File: src/rtl/alu_seq.sv
// Execute-stage sequencer for the kt8 datapath: accepts one command, drives the ALU, writes the result back.
// Optional zero flag register built when KT8_ZFLAG_EN is defined; otherwise z_o is tied low.
`timescale 1ns/1ps
module alu_seq (
  input  logic       clk_i,
  input  logic       rst_i,
  input  logic       cmd_valid_i,
  output logic       cmd_ready_o,
  input  logic [3:0] cmd_op_i,
  input  logic [1:0] cmd_dst_i,
  input  logic [1:0] cmd_srca_i,
  input  logic [1:0] cmd_srcb_i,
  input  logic       cmd_useimm_i,
  input  logic [7:0] cmd_imm_i,
  output logic [7:0] alu_a_o,
  output logic [7:0] alu_b_o,
  output logic [3:0] alu_op_o,
  input  logic [7:0] alu_r_i,
  output logic [7:0] result_o,
  output logic       done_o,
  output logic       z_o,
  input  logic [1:0] rd_sel_i,
  output logic [7:0] rd_data_o
);

  typedef enum logic [1:0] {
    IDLE = 2'd0,
    EXEC = 2'd1,
    WB   = 2'd2
  } state_e;

  state_e     state_q, state_d;
  logic [7:0] a_q, a_d;
  logic [7:0] b_q, b_d;
  logic [3:0] op_q, op_d;
  logic [1:0] dst_q, dst_d;
  logic [7:0] result_q, result_d;
  logic [7:0] regs_q [4];
  logic [7:0] regs_d [4];

  always_comb begin
    state_d     = state_q;
    a_d         = a_q;
    b_d         = b_q;
    op_d        = op_q;
    dst_d       = dst_q;
    result_d    = result_q;
    regs_d      = regs_q;
    cmd_ready_o = 1'b0;
    done_o      = 1'b0;
    case (state_q)
      IDLE: begin
        cmd_ready_o = 1'b1;
        if (cmd_valid_i) begin
          a_d     = regs_q[cmd_srca_i];
          b_d     = cmd_useimm_i ? cmd_imm_i : regs_q[cmd_srcb_i];
          op_d    = cmd_op_i;
          dst_d   = cmd_dst_i;
          state_d = EXEC;
        end
      end
      EXEC: begin
        result_d = alu_r_i;
        state_d  = WB;
      end
      WB: begin
        done_o         = 1'b1;
        regs_d[dst_q]  = result_q;
        state_d        = IDLE;
      end
      default: state_d = IDLE;
    endcase
  end

  always_ff @(posedge clk_i) begin
    if (rst_i) begin
      state_q  <= IDLE;
      a_q      <= '0;
      b_q      <= '0;
      op_q     <= '0;
      dst_q    <= '0;
      result_q <= '0;
      for (int unsigned i = 0; i < 4; i++) regs_q[i] <= '0;
    end else begin
      state_q  <= state_d;
      a_q      <= a_d;
      b_q      <= b_d;
      op_q     <= op_d;
      dst_q    <= dst_d;
      result_q <= result_d;
      for (int unsigned i = 0; i < 4; i++) regs_q[i] <= regs_d[i];
    end
  end

  assign alu_a_o   = a_q;
  assign alu_b_o   = b_q;
  assign alu_op_o  = op_q;
  assign result_o  = result_q;
  assign rd_data_o = regs_q[rd_sel_i];

`ifdef KT8_ZFLAG_EN
  logic z_q, z_d;

  // Flag samples the same ALU result that result_o captures at the EXEC edge.
  always_comb begin
    z_d = z_q;
    if (state_q == EXEC) z_d = (alu_r_i == 8'h00);
  end

  always_ff @(posedge clk_i) begin
    if (rst_i) z_q <= 1'b0;
    else       z_q <= z_d;
  end

  assign z_o = z_q;
`else
  assign z_o = 1'b0;
`endif

endmodule

File: config.mk
export PLATFORM = sky130hd
export DESIGN_NAME = alu_seq
export DESIGN_NICKNAME = d
export VERILOG_FILES = /design/src/rtl/alu_seq.sv
export SDC_FILE = /design/constraint.sdc
export NUM_CORES = 1
export LEC_CHECK = 0
export ABC_CLOCK_PERIOD_IN_PS = 1230
export BUFFER_PORTS_ARGS = -buffer_cell sky130_fd_sc_hd__buf_2
export CAP_MARGIN = 20
export CORE_MARGIN = 5
export CORE_UTILIZATION = 48
export DETAILED_ROUTE_END_ITERATION = 8
export PLACE_DENSITY = 0.86
export SYNTH_ARGS = -nofsm -noshare
export SYNTH_HDL_FRONTEND = slang
export SYNTH_SLANG_ARGS = --single-unit
File: constraint.sdc
create_clock -name clk_i -period 1.23 [get_ports clk_i]
set_input_delay 0.246 -clock clk_i [delete_from_list [all_inputs] [get_ports clk_i]]
set_output_delay 0.246 -clock clk_i [all_outputs]
set_load 0.01 [all_outputs]
After elaboration in Yosys (flattened, before gate mapping)
Index checks and enable logic that the tools add are counted.
Cells by class
  order comparisons: 5
  reductions and logical operators: 3
  equality and inequality tests: 3
  mux-type cells: 17
  bitwise logic cells: 4
Operators by type and width (count)
  $mux W8: 8
  $bmux W8 S2: 3
  $bwmux W32: 1
  $demux W8 S2: 1
  $ge A3 B3 Y1 const B: 4
  $not A2 Y3: 4
  $pmux W2 S2: 1
  $lt A3 B1 Y1 const B: 1
  $eq A2 B1 Y1 const B: 1
  $eq A2 B2 Y1 const B: 1
  $logic_not A2 Y1: 1
  $mux W1: 2
  $mux W2: 1
  $ne A2 B2 Y1 const B: 1
  $reduce_and A2 Y1: 1
  $logic_and A1 B1 Y1: 1
Storage, ports and cells
  flip-flop bits (word level): 64
  output and inout bits: 39
  word-level logic and storage cells: 42
  input port bits: 32

Logic depth before layout (Yosys ltp)
Gate-level depths: netlist of run 1.
  depth in word-level cells: 6
  depth in mapped cells: 5

Worst setup path before layout of run 1
Ideal clock, no wire load.
  path kind: register -> register
  start point: register state_q[1]
  end point: register a_q[0], in the netlist alu_a_o[0]
  path slack: -0.069 ns
  cell stages (with the launch flop): 6
  library setup time: 0.132 ns
  arrival: 1.167 ns
  cells stage by stage: dfxtp_1 or3b_2 clkbuf_1 buf_2 nand2_1 a21oi_1
Between the ends
  word-level cells in the longest chain between the ends: 2
RTL lines
  start, declared: line 32  | state_e state_q, state_d;
  start signal, assigned: line 85  | state_q <= state_d;
  $logic_not A2 Y1: line 51  | case (state_q)
  $reduce_and A2 Y1 (no line)
  end signal, assigned: line 78  | a_q <= '0;
  end signal, assigned: line 86  | a_q <= a_d;
  end, declared: line 33  | logic [7:0] a_q, a_d;
No other way between the ends.
A chain may end at the register's enable or synchronous reset.

Worst setup path after layout of run 1
  start point: register regs_q[15] (netlist bit)
  end point: output port rd_data_o[7]
Between the ends
  word-level cells in the longest chain between the ends: 3
RTL lines
  start, declared: line 38  | logic [7:0] regs_q [4];
  $bmux W8 S2: line 99  | assign rd_data_o = regs_q[rd_sel_i];
  $mux W8 (not written as such) (2 in series): line 99
  end, declared: line 23  | output logic [7:0] rd_data_o
No other way between the ends. The select of a mux whose other input is x is not followed.

==> results.md, run 1 <==
- Worst reg2reg startpoint: state_q[0]$_SDFFE_PP0P_
- Cells after Synth: 312
- Power Dens Cells: 1050 nW/um2
- Critical path endpoint: rd_data_o[7]
- R2R Setup Slk: -0.23 ns
- Die area: 7930 um2
- M1 WL: 4.34 mm
- Synth Area in Adders: 0%
- Core area: 5990 um2
- Crit path from: regs_q[15]$_SDFFE_PP0P_
- Yosys warns: 0
- Reg2reg path depth: 7
- Crit Path Class: reg2out
- Synth area leader: dfxtp_1
- Count leader, synth: nand2_1
- Reg clk slew, reported paths: 0.08 ns
- Antenna violations before repair: 0
- Period utilization: 132%
- First-pass GRT wire length: 15.3 mm
- H-tree depth: 3
- Antenna Nets Post-Route: 0
- Async set-or-reset flop fraction in the synthesized netlist: 0%
- Initial drt markers: 316
- Diode count: 0
- Drt total wl: 11.8 mm
- Routed met2 length: 5.70 mm
- Sequential share of the synthesized area: 42.7%
- Simple-gate share of the synthesized area: 17.0%
- Max_cap viols: 0
- CP Capture Type: output pin
- Pin count of the biggest net entering global routing: 65
- Status: finished with violations
- Crit Path Max Fanout: 2
- Unrepaired setup endpoints after global routing: yes
- Slew HR: 54.5%
- Wirelength per Cell: 23.2 um
- GRT Total Usage: 26.1%
- Crit path launch type: flip-flop
- Final #Nets: 459
- Register bit total from synthesis: 64
- Port bufs: 69
- Area of the mapped netlist: 3000 um2
- Cells after DPL: 455
- Largest family of logic cells by synthesized area: multiplexers
- Critical Path Max Stage Delay: 0.51 ns
- Final Non-Filler Cells: 507
- Hpwl dp: 5.88 mm
- Drt pass-1 iters: 7
- Vias in the first global route: 2,988
- Hold Vio Cnt, Final: 0
- Failing checks: negative setup slack
- Top_reg_cell synth: dfxtp_1
- Compound-Gate Fraction of Synth Area: 11.0%
- Worst Path Required: 0.98 ns
- Area growth, synth to finish: 59.0%
- Via Count: 3,111
- P_leak: 0.00206 uW
- GP Congestion: 0.886
- Max Fclk: 618 MHz
- Post-layout util: 79.6%
- Root buffer cell: clkbuf_8
- Reg2reg end: alu_a_o[1]$_SDFFE_PP0P_
- CTS Sinks: 64
- Max clock buf depth: 2
- Worst slack at placement: -0.254 ns
- Net Count, Synth: 344
- Final Setup Violations: 64
- CP max-delay cell: mux4_2
- Top Layer Used: met4
- Crit path arrival time: 1.37 ns
- EDFF count, synth: 0
- Met3 WL: 1.20 mm
- CP cell instances: mux4_2 > buf_6
- Synth top cells by count: nand2_1 (76), dfxtp_1 (64), a21oi_1 (38), nor2_1 (28)
- Max-slew violation count: 0
- Syn Area/Cell: 9.61 um2
- Clk_lat worst skew: 0.36 ns
- Row Count: 28
- Synth Area in XOR/XNOR: 0%
- Via density: 6.14
- Top cells by area, synth: dfxtp_1 (43%), mux4_2 (12%), nand2_1 (9.5%)
- DRC viols: 0
- I/O pin count: 71
- Fin crit period: 1.62 ns
- Post-synthesis mux area share: 23.6%
- Tightest Pin Transition: 0.681 ns
- Maximum VDD drop: 983 uV
- Fin worst setup slack: -0.388 ns
- Min-Delay Path Class: in2reg
- Layout cell share with drive strength beyond 1: 70.1%
- Die X: 89.0 um
- CTS tree: yes
- Overflow after GRT: 0
- Min-delay src: alu_r_i[7]
- Distinct cells, synth: 26
- Clock skew: 0.0135 ns
- Starting Density: 50.0%
- Clock buffer count from CTS: 9
- Chip Height: 89.0 um
- Synth top area share: 42.7%
- Count of hold-fix buffers inserted at cts: 0
## area by class of cell
cell class,instances,area [um2]
multi-input combinational,219,1990
timing repair buffer,133,1110
fill,331,1220
tap,75,93.8
sequential,64,1350
clock inverter,3,65.1
clock buffer,13,159
## registers in the layout, summed over array words and instances, names as in the netlist
name,cells
dst_q,2
alu_op_o,4
regs_q,32
alu_b_o,8
result_o,8
alu_a_o,8
state_q,2
## metrics by stage
step / total power, uW / area (um2) / hold slack, ns / setup TNS (ns)
4_1_cts: 4830 / 4320 / 0.116 / -5.82
6_report: 5000 / 4770 / 0.105 / -9.63
3_5_place_dp: 2720 / 3580 / 0.445 / -6.94
3_3_place_gp: 2700 / 3580 / 0.438 / -5.79
2_1_floorplan: 2500 / 3030 / 0.372 / -0.402
5_1_grt: 5150 / 4770 / 0.0907 / -12.47
## layer usage
metal,track usage (%),up-vias
met1,31.4,1492
li1,-,1335
met2,43.9,233
met4,13.1,0
met3,5.81,51
met5,0,-
## how the worst min path moves through the flow
| stage | end | slack [ns] | cells past startpoint |
|---|---|---|---|
| after floorplan | dst_q[1]$_SDFFE_PP0P_ | 0.37 | 2 |
| after global placement | alu_op_o[3]$_SDFFE_PP0P_ | 0.44 | 2 |
| after detailed placement | alu_a_o[0]$_SDFFE_PP0P_ | 0.45 | 2 |
| after CTS | alu_op_o[1]$_SDFFE_PP0P_ | 0.12 | 3 |
| after global routing | result_o[7]$_SDFFE_PP0N_ | 0.09 | 3 |
| final | result_o[7]$_SDFFE_PP0N_ | 0.10 | 3 |
## critical path, delay by kind of cell, from the launching register on
family	cells	cell delay [ns]
multiplexers	1	0.51
flip-flops	1	0.35
buffers and inverters	1	0.15
## cell families (layout without fill, tap and decap cells)
| group | after synthesis | in the layout |
|---|---|---|
| flops | 64 | 64 |
| buf+inv | 29 | 149 |
| simple gates | 116 | 116 |
| other cells | 1 | 1 |
| compound gates | 54 | 54 |
| mux | 48 | 48 |
## placed cells by master (no fill, tap or decap), types with 6 or more instances in the layout
cell type,count
a211oi_2,8
a21oi_1,10
a21oi_2,28
a222oi_1,8
buf_12,7
buf_2,60
buf_4,33
buf_6,30
clkbuf_8,11
dfxtp_1,22
dfxtp_2,36
dfxtp_4,6
mux2_2,9
mux2_4,7
mux2i_1,15
mux4_2,16
nand2_1,41
nand2_2,10
nand2_4,25
nor2_1,26
## power by group
part / leakage, uW / switching [uW] / internal (uW)
Sequential: 0.000542 / 71.3 / 2120
Clock: 0.000114 / 838 / 1250
Combinational: 0.00141 / 383 / 338
Total: 0.00206 / 1290 / 3710
## timing repair
action,CTS,global route
resized for setup,91,103
pin swaps,19,59
endpoints found under the setup margin,66,77
buffers inserted,24,13
gates cloned,2,1
(Power assumes the default switching activity.)
==> run 2: changes to the inputs <==
- BUFFER_PORTS_ARGS: -buffer_cell sky130_fd_sc_hd__buf_2 -> not set
- CORE_UTILIZATION: 48 -> 50
- DONT_BUFFER_PORTS: not set -> 1
- PLACE_DENSITY: 0.86 -> 0.79
==> run 2 against run 1 <==
Against the previous run: the flow finishes with violations (negative hold slack, negative setup slack); worst setup slack better by 0.076 ns; routed wire length shrank 22%; sequential cell count unchanged; critical path type unchanged.
==> results.md, run 2 (synthesized netlist as in run 1, its figures left out) <==
- Hold Vio Cnt, Final: 64 (was 0)
- Status: finished with violations (unchanged)
- DRC viols: 0 (unchanged)
- Fin worst setup slack: -0.312 ns (was -0.388 ns)
- Overflow after GRT: 0 (unchanged)
- Antenna violations before repair: 0 (unchanged)
- Crit path arrival time: 1.30 ns (was 1.37 ns)
- Top reg by flops: regs_q (unchanged)
- Clock skew: 0.00936 ns (was 0.0135 ns)
- Die X: 87.4 um (was 89.0 um)
- Commonest cells after routing, fill and taps aside: nand2_1 (53), dfxtp_1 (38), buf_6 (26), nor2_1 (25) (was buf_2 (60), nand2_1 (41), dfxtp_2 (36), buf_4 (33), buf_6 (30))
- Worst reg2reg startpoint: regs_q[26]$_SDFFE_PP0P_ (was state_q[0]$_SDFFE_PP0P_)
- Routing usage on met2: 37.1% (was 43.9%)
- Crit path launch type: flip-flop (unchanged)
- Fin crit period: 1.54 ns (was 1.62 ns)
- Hold Worst Slack: -0.0537 ns (was 0.105 ns)
- CP cell instances: buf_6 > mux4_2 (was mux4_2 > buf_6)
- Wirelength per Cell: 21.6 um (was 23.2 um)
- CP Capture Type: output pin (unchanged)
- Reg2reg end: alu_b_o[2]$_SDFFE_PP0P_ (was alu_a_o[1]$_SDFFE_PP0P_)
- Worst Path Required: 0.98 ns (about the same)
- Via density: 6.20 (was 6.14)
- Starting Density: 50.9% (was 50.0%)
- P_leak: 0.00149 uW (was 0.00206 uW)
- Area growth, synth to finish: 35.0% (was 59.0%)
- Max_cap viols: 0 (unchanged)
- Total power: 4240 uW (was 5000 uW)
- Post-layout util: 68.8% (was 79.6%)
- Met1 Usage GRT: 27.6% (was 31.4%)
- Failing checks: negative hold slack, negative setup slack (was negative setup slack)
- Final Setup Violations: 57 (was 64)
- Clock buffer count from CTS: 9 (unchanged)
- Met3 global-route usage: 5.77% (was 5.81%)
- CTS Sinks: 64 (unchanged)
- Power Dens Cells: 1050 nW/um2 (about the same)
- GRT Total Usage: 22.8% (was 26.1%)
- Max clock buf depth: 2 (unchanged)
- Max reg flops: 32 (unchanged)
- Vias in the first global route: 2,559 (was 2,988)
- Busiest grt layer: met2 (unchanged)
- Hpwl dp: 5.13 mm (was 5.88 mm)
- Via Count: 2,642 (was 3,111)
- Min-delay src: rst_i (was alu_r_i[7])
- Die area: 7640 um2 (was 7930 um2)
- Drt pass-1 iters: 8 (was 7)
- H-tree depth: 3 (unchanged)
- Tightest Pin Transition: 0.636 ns (was 0.681 ns)
- Diode count: 0 (unchanged)
- Row Count: 28 (unchanged)
- Reg2reg path depth: 4 (was 7)
- Final #Nets: 378 (was 459)
- Initial drt markers: 297 (was 316)
- R2R Setup Slk: -0.25 ns (was -0.23 ns)
- First-pass GRT wire length: 13.1 mm (was 15.3 mm)
- Hold path depth: 1 (was 3)
- CTS tree: yes (unchanged)
- Min-Delay Path Class: in2reg (unchanged)
- Period utilization: 125% (was 132%)
- CP max-delay cell: mux4_2 (unchanged)
- Clk_lat worst skew: 0.35 ns (was 0.36 ns)
- Reg clk slew, reported paths: 0.07 ns (was 0.08 ns)
- Most common cell after layout, fill and taps aside: nand2_1 (was buf_2)
- Layout cell share with drive strength beyond 1: 52.7% (was 70.1%)
- Drt total wl: 9.20 mm (was 11.8 mm)
- I/O pin count: 71 (unchanged)
- Crit Path Class: reg2out (unchanged)
- Hold endpoint: alu_a_o[7]$_SDFFE_PP0P_ (was result_o[7]$_SDFFE_PP0N_)
- Unrepaired setup endpoints after global routing: yes (unchanged)
- Core area: 5890 um2 (was 5990 um2)
- Slew HR: 57.4% (was 54.5%)
- Root buffer cell: clkbuf_8 (unchanged)
- Max-slew violation count: 0 (unchanged)
- Max Fclk: 649 MHz (was 618 MHz)
- Crit Path Max Fanout: 3 (was 2)
- Pin count of the biggest net entering global routing: 65 (unchanged)
- Critical Path Max Stage Delay: 0.50 ns (was 0.51 ns)
- Port bufs: 0 (was 69)
- Maximum VDD drop: 870 uV (was 983 uV)
- Chip Height: 87.4 um (was 89.0 um)
- Antenna Nets Post-Route: 0 (unchanged)
- GP Congestion: 0.816 (was 0.886)
-- run 2: cell count changes in the layout (fill, tap and decap cells not counted), moves of 3 or more --
cell      change
buf_12        -3
a211oi_2      -6
clkinv_2      +3
a21oi_2       -6
a21oi_1       +5
nand2_1      +12
dfxtp_2      -14
nand2_4       -9
buf_6         -4
a211oi_1      +6
dfxtp_1      +16
buf_4        -13
nand2_2       -3
buf_2        -60
-- run 2: layer usage --
metal / vias up / wire length (um)
li1: 1173 / -
met4: 0 / 308
met2: 151 / 4630
met3: 26 / 789
met5: - / 0
met1: 1292 / 3470
-- run 2: where the power goes --
part / total (uW) / internal, uW / switching, uW / leakage [uW]
clock: 1590 / 773 / 814 / 0.0000899
sequential: 2210 / 2120 / 85.7 / 0.000533
combinational: 444 / 244 / 200 / 0.000870
total: 4240 / 3140 / 1100 / 0.00149
-- run 2: final cells by class --
class,instances,area (um2)
clock buffers,12,145
multi-input cells,219,1890
fillers,391,1840
well taps,75,93.8
repair buffers,52,578
flip-flops and latches,64,1320
clock inverters,4,20.0
-- run 2: through the flow --
step                      instances  hold slack [ns]  TNS (ns)  area [um2]  setup WS [ns]
after CTS                       422          -0.0454     -4.20        3810         -0.305
final                           426          -0.0537     -5.93        4050         -0.312
after global routing            426          -0.0715     -8.85        4050         -0.343
after global placement          380            0.314     -1.01        3140        -0.0416
after detailed placement        380            0.321     -2.75        3140        -0.0826
after floorplan                 312            0.372    -0.402        3030        -0.0315
-- run 2: worst max-delay path by stage --
stage / slack [ns] / from / endpoint / depth (start not counted)
4_1_cts: -0.30 / regs_q[24]$_SDFFE_PP0P_ / rd_data_o[0] / 2
3_5_place_dp: -0.08 / state_q[1]$_SDFFE_PP0P_ / regs_q[9]$_SDFFE_PP0P_ / 4
3_3_place_gp: -0.04 / state_q[0]$_SDFFE_PP0P_ / regs_q[28]$_SDFFE_PP0P_ / 4
2_1_floorplan: -0.03 / cmd_srcb_i[0] / alu_b_o[5]$_SDFFE_PP0P_ / 5
5_1_grt: -0.34 / regs_q[26]$_SDFFE_PP0P_ / alu_b_o[2]$_SDFFE_PP0P_ / 4
6_report: -0.31 / regs_q[24]$_SDFFE_PP0P_ / rd_data_o[0] / 2
-- run 2: critical path, delay by kind of cell (launching register included) --
kind,cells,cell delay [ns]
buffers and inverters,1,0.12
flip-flops,1,0.33
multiplexers,1,0.50
-- run 2: repair_timing --
action,in CTS,in global routing
gates resized for setup,86,58
buffers inserted,23,5
endpoints found under the setup margin,56,69
pin swaps,18,19
cloned,3,0
hold endpoints to repair,64,64
==> run 3: changes to the inputs <==
- CORE_UTILIZATION: 50 -> 43
- PLACE_DENSITY: 0.79 -> 0.71
==> run 3 against run 2 <==
Against the previous run: the run still ends with negative hold slack, negative setup slack left; die area is 14% higher; final area increased by 6.0%; via count rose by 2.2%; utilization down 5.6 points; clock skew rose by 0.0054 ns; first-iteration DRC count rose by 22%; global-route usage up 0.18 points; non-clock buffer count is the same; highest routed layer unchanged.
==> results.md, run 3 (synthesized netlist as in run 1, its figures left out) <==
- Antenna Nets Post-Route: 0 (unchanged)
- Diode count: 0 (unchanged)
- Root buffer cell: clkbuf_8 (unchanged)
- GP Congestion: 0.789 (was 0.816)
- CP max-delay cell: mux4_2 (unchanged)
- Min-Delay Path Class: in2reg (unchanged)
- Hold Vio Cnt, Final: 32 (was 64)
- Max clock buf depth: 2 (unchanged)
- Final Setup Violations: 72 (was 57)
- Crit path launch type: flip-flop (unchanged)
- Drt total wl: 10.3 mm (was 9.20 mm)
- Fin worst setup slack: -0.323 ns (was -0.312 ns)
- Hold Worst Slack: -0.0531 ns (was -0.0537 ns)
- Die X: 93.5 um (was 87.4 um)
- Pin count of the biggest net entering global routing: 65 (unchanged)
- M1 WL: 3.71 mm (was 3.47 mm)
- Power Dens Cells: 1090 nW/um2 (was 1050 nW/um2)
- Via Count: 2,700 (was 2,642)
- Die area: 8740 um2 (was 7640 um2)
- Final Non-Filler Cells: 448 (was 426)
- Commonest cells after routing, fill and taps aside: dfxtp_1 (36), a21oi_2 (34), nand2_1 (29), nand2_2 (25), buf_6 (25) (was nand2_1 (53), dfxtp_1 (38), buf_6 (26), nor2_1 (25))
- Max Fclk: 644 MHz (was 649 MHz)
- Max-slew violation count: 0 (unchanged)
- Row Count: 30 (was 28)
- Reg clk slew, reported paths: 0.08 ns (was 0.07 ns)
- Area after DPL: 3270 um2 (was 3140 um2)
- Maximum VDD drop: 686 uV (was 870 uV)
- First-pass GRT wire length: 15.0 mm (was 13.1 mm)
- Buf+Inv Stages, Crit Path: 1 (unchanged)
- Hpwl dp: 5.89 mm (was 5.13 mm)
- Fin crit period: 1.55 ns (was 1.54 ns)
- Max reg flops: 32 (unchanged)
- Antenna violations before repair: 0 (unchanged)
- Top reg by flops: regs_q (unchanged)
- Clock buffer count from CTS: 9 (unchanged)
- Critical Path Max Stage Delay: 0.52 ns (was 0.50 ns)
- Core area: 6790 um2 (was 5890 um2)
- CP cell instances: buf_6 > mux4_2 (unchanged)
- Crit Path Class: reg2out (unchanged)
- Area growth, synth to finish: 43.1% (was 35.0%)
- Tightest Pin Transition: 0.521 ns (was 0.636 ns)
- CTS tree: yes (unchanged)
- Initial drt markers: 361 (was 297)
- Status: finished with violations (unchanged)
- Unrepaired setup endpoints after global routing: yes (unchanged)
- GRT Total Usage: 23.0% (was 22.8%)
- Most common cell after layout, fill and taps aside: dfxtp_1 (was nand2_1)
- Failing checks: negative hold slack, negative setup slack (unchanged)
- Period utilization: 126% (was 125%)
- Worst slack at placement: -0.0948 ns (was -0.0826 ns)
- Wirelength per Cell: 22.9 um (was 21.6 um)
- Final Cell Area: 4290 um2 (was 4050 um2)
- I/O pin count: 71 (unchanged)
- Clk_lat worst skew: 0.35 ns (about the same)
- H-tree depth: 3 (unchanged)
- Met3 WL: 1.09 mm (was 789 um)
- Crit Path Max Fanout: 2 (was 3)
- Vias in the first global route: 2,879 (was 2,559)
- Post-layout util: 63.1% (was 68.8%)
- Clock skew: 0.0148 ns (was 0.00936 ns)
- CTS Sinks: 64 (unchanged)
- Top Layer Used: met4 (unchanged)
- Via density: 6.03 (was 6.20)
- Slew HR: 65.1% (was 57.4%)
- Max_cap viols: 0 (unchanged)
- Port bufs: 0 (unchanged)
- Drt pass-1 iters: 6 (was 8)
- Layout cell share with drive strength beyond 1: 65.9% (was 52.7%)
- Worst Path Required: 0.98 ns (about the same)
- Final #Nets: 379 (was 378)
- Crit path arrival time: 1.31 ns (was 1.30 ns)
- CP Capture Type: output pin (unchanged)
- DRC viols: 0 (unchanged)
- Routed met2 length: 5.14 mm (was 4.63 mm)
- Chip Height: 93.5 um (was 87.4 um)
- Cells after DPL: 414 (was 380)
- Starting Density: 44.1% (was 50.9%)
- Overflow after GRT: 0 (unchanged)
- Top delay family on crit path: multiplexers (unchanged)
- P_leak: 0.00169 uW (was 0.00149 uW)
## run 3: cell count changes in the layout (fill, tap and decap cells not counted), sizes merged
cell / delta
bufinv: +1
clkbuf: +2
clkinv: -3
or3b: +1
## run 3: worst paths after layout
check	startpoint	endpoint	slack, ns	depth (start not counted)
worst max register to register	regs_q[14]$_SDFFE_PP0P_	alu_b_o[6]$_SDFFE_PP0P_	-0.22	4
worst min register to register	regs_q[3]$_SDFFE_PP0P_	regs_q[3]$_SDFFE_PP0P_	0.49	2
worst min-delay path	rst_i	alu_a_o[3]$_SDFFE_PP0P_	-0.05	1
worst max-delay path	regs_q[24]$_SDFFE_PP0P_	rd_data_o[0]	-0.32	2
## run 3: cell type report
type / count / area [um2]
flip-flops and latches: 64 / 1330
clock inverters: 2 / 35.0
fillers: 514 / 2500
multi-input cells: 220 / 2060
well taps: 96 / 120
clock buffers: 14 / 183
repair buffers: 52 / 564
## run 3: timing repair
item	in CTS	in global routing
pin swaps	31	58
setup buffers	22	1
cloned	4	0
hold endpoints to repair	64	64
endpoints found under the setup margin	57	73
gates resized for setup	97	99
## run 3: stage by stage
step / total power [uW] / hold slack, ns / TNS, ns
after floorplan: 2500 / 0.372 / -0.402
after global placement: 2520 / 0.316 / -1.60
after detailed placement: 2530 / 0.317 / -2.67
after CTS: 4640 / -0.0574 / -7.31
after global routing: 4810 / -0.0759 / -12.25
final: 4660 / -0.0531 / -8.91
## run 3: where the power goes
| part | internal, uW | switching (uW) | leakage [uW] | total [uW] |
|---|---|---|---|---|
| Clock | 1160 | 796 | 0.000113 | 1950 |
| Sequential | 2120 | 111 | 0.000534 | 2230 |
| Combinational | 258 | 217 | 0.00104 | 475 |
## run 3: metal layers
| metal | track usage [%] | up-vias |
|---|---|---|
| met2 | 37.9 | 146 |
| met3 | 9.01 | 32 |
| met5 | 0 | - |
| met4 | 12.1 | 0 |
| li1 | - | 1176 |
| met1 | 25.5 | 1346 |
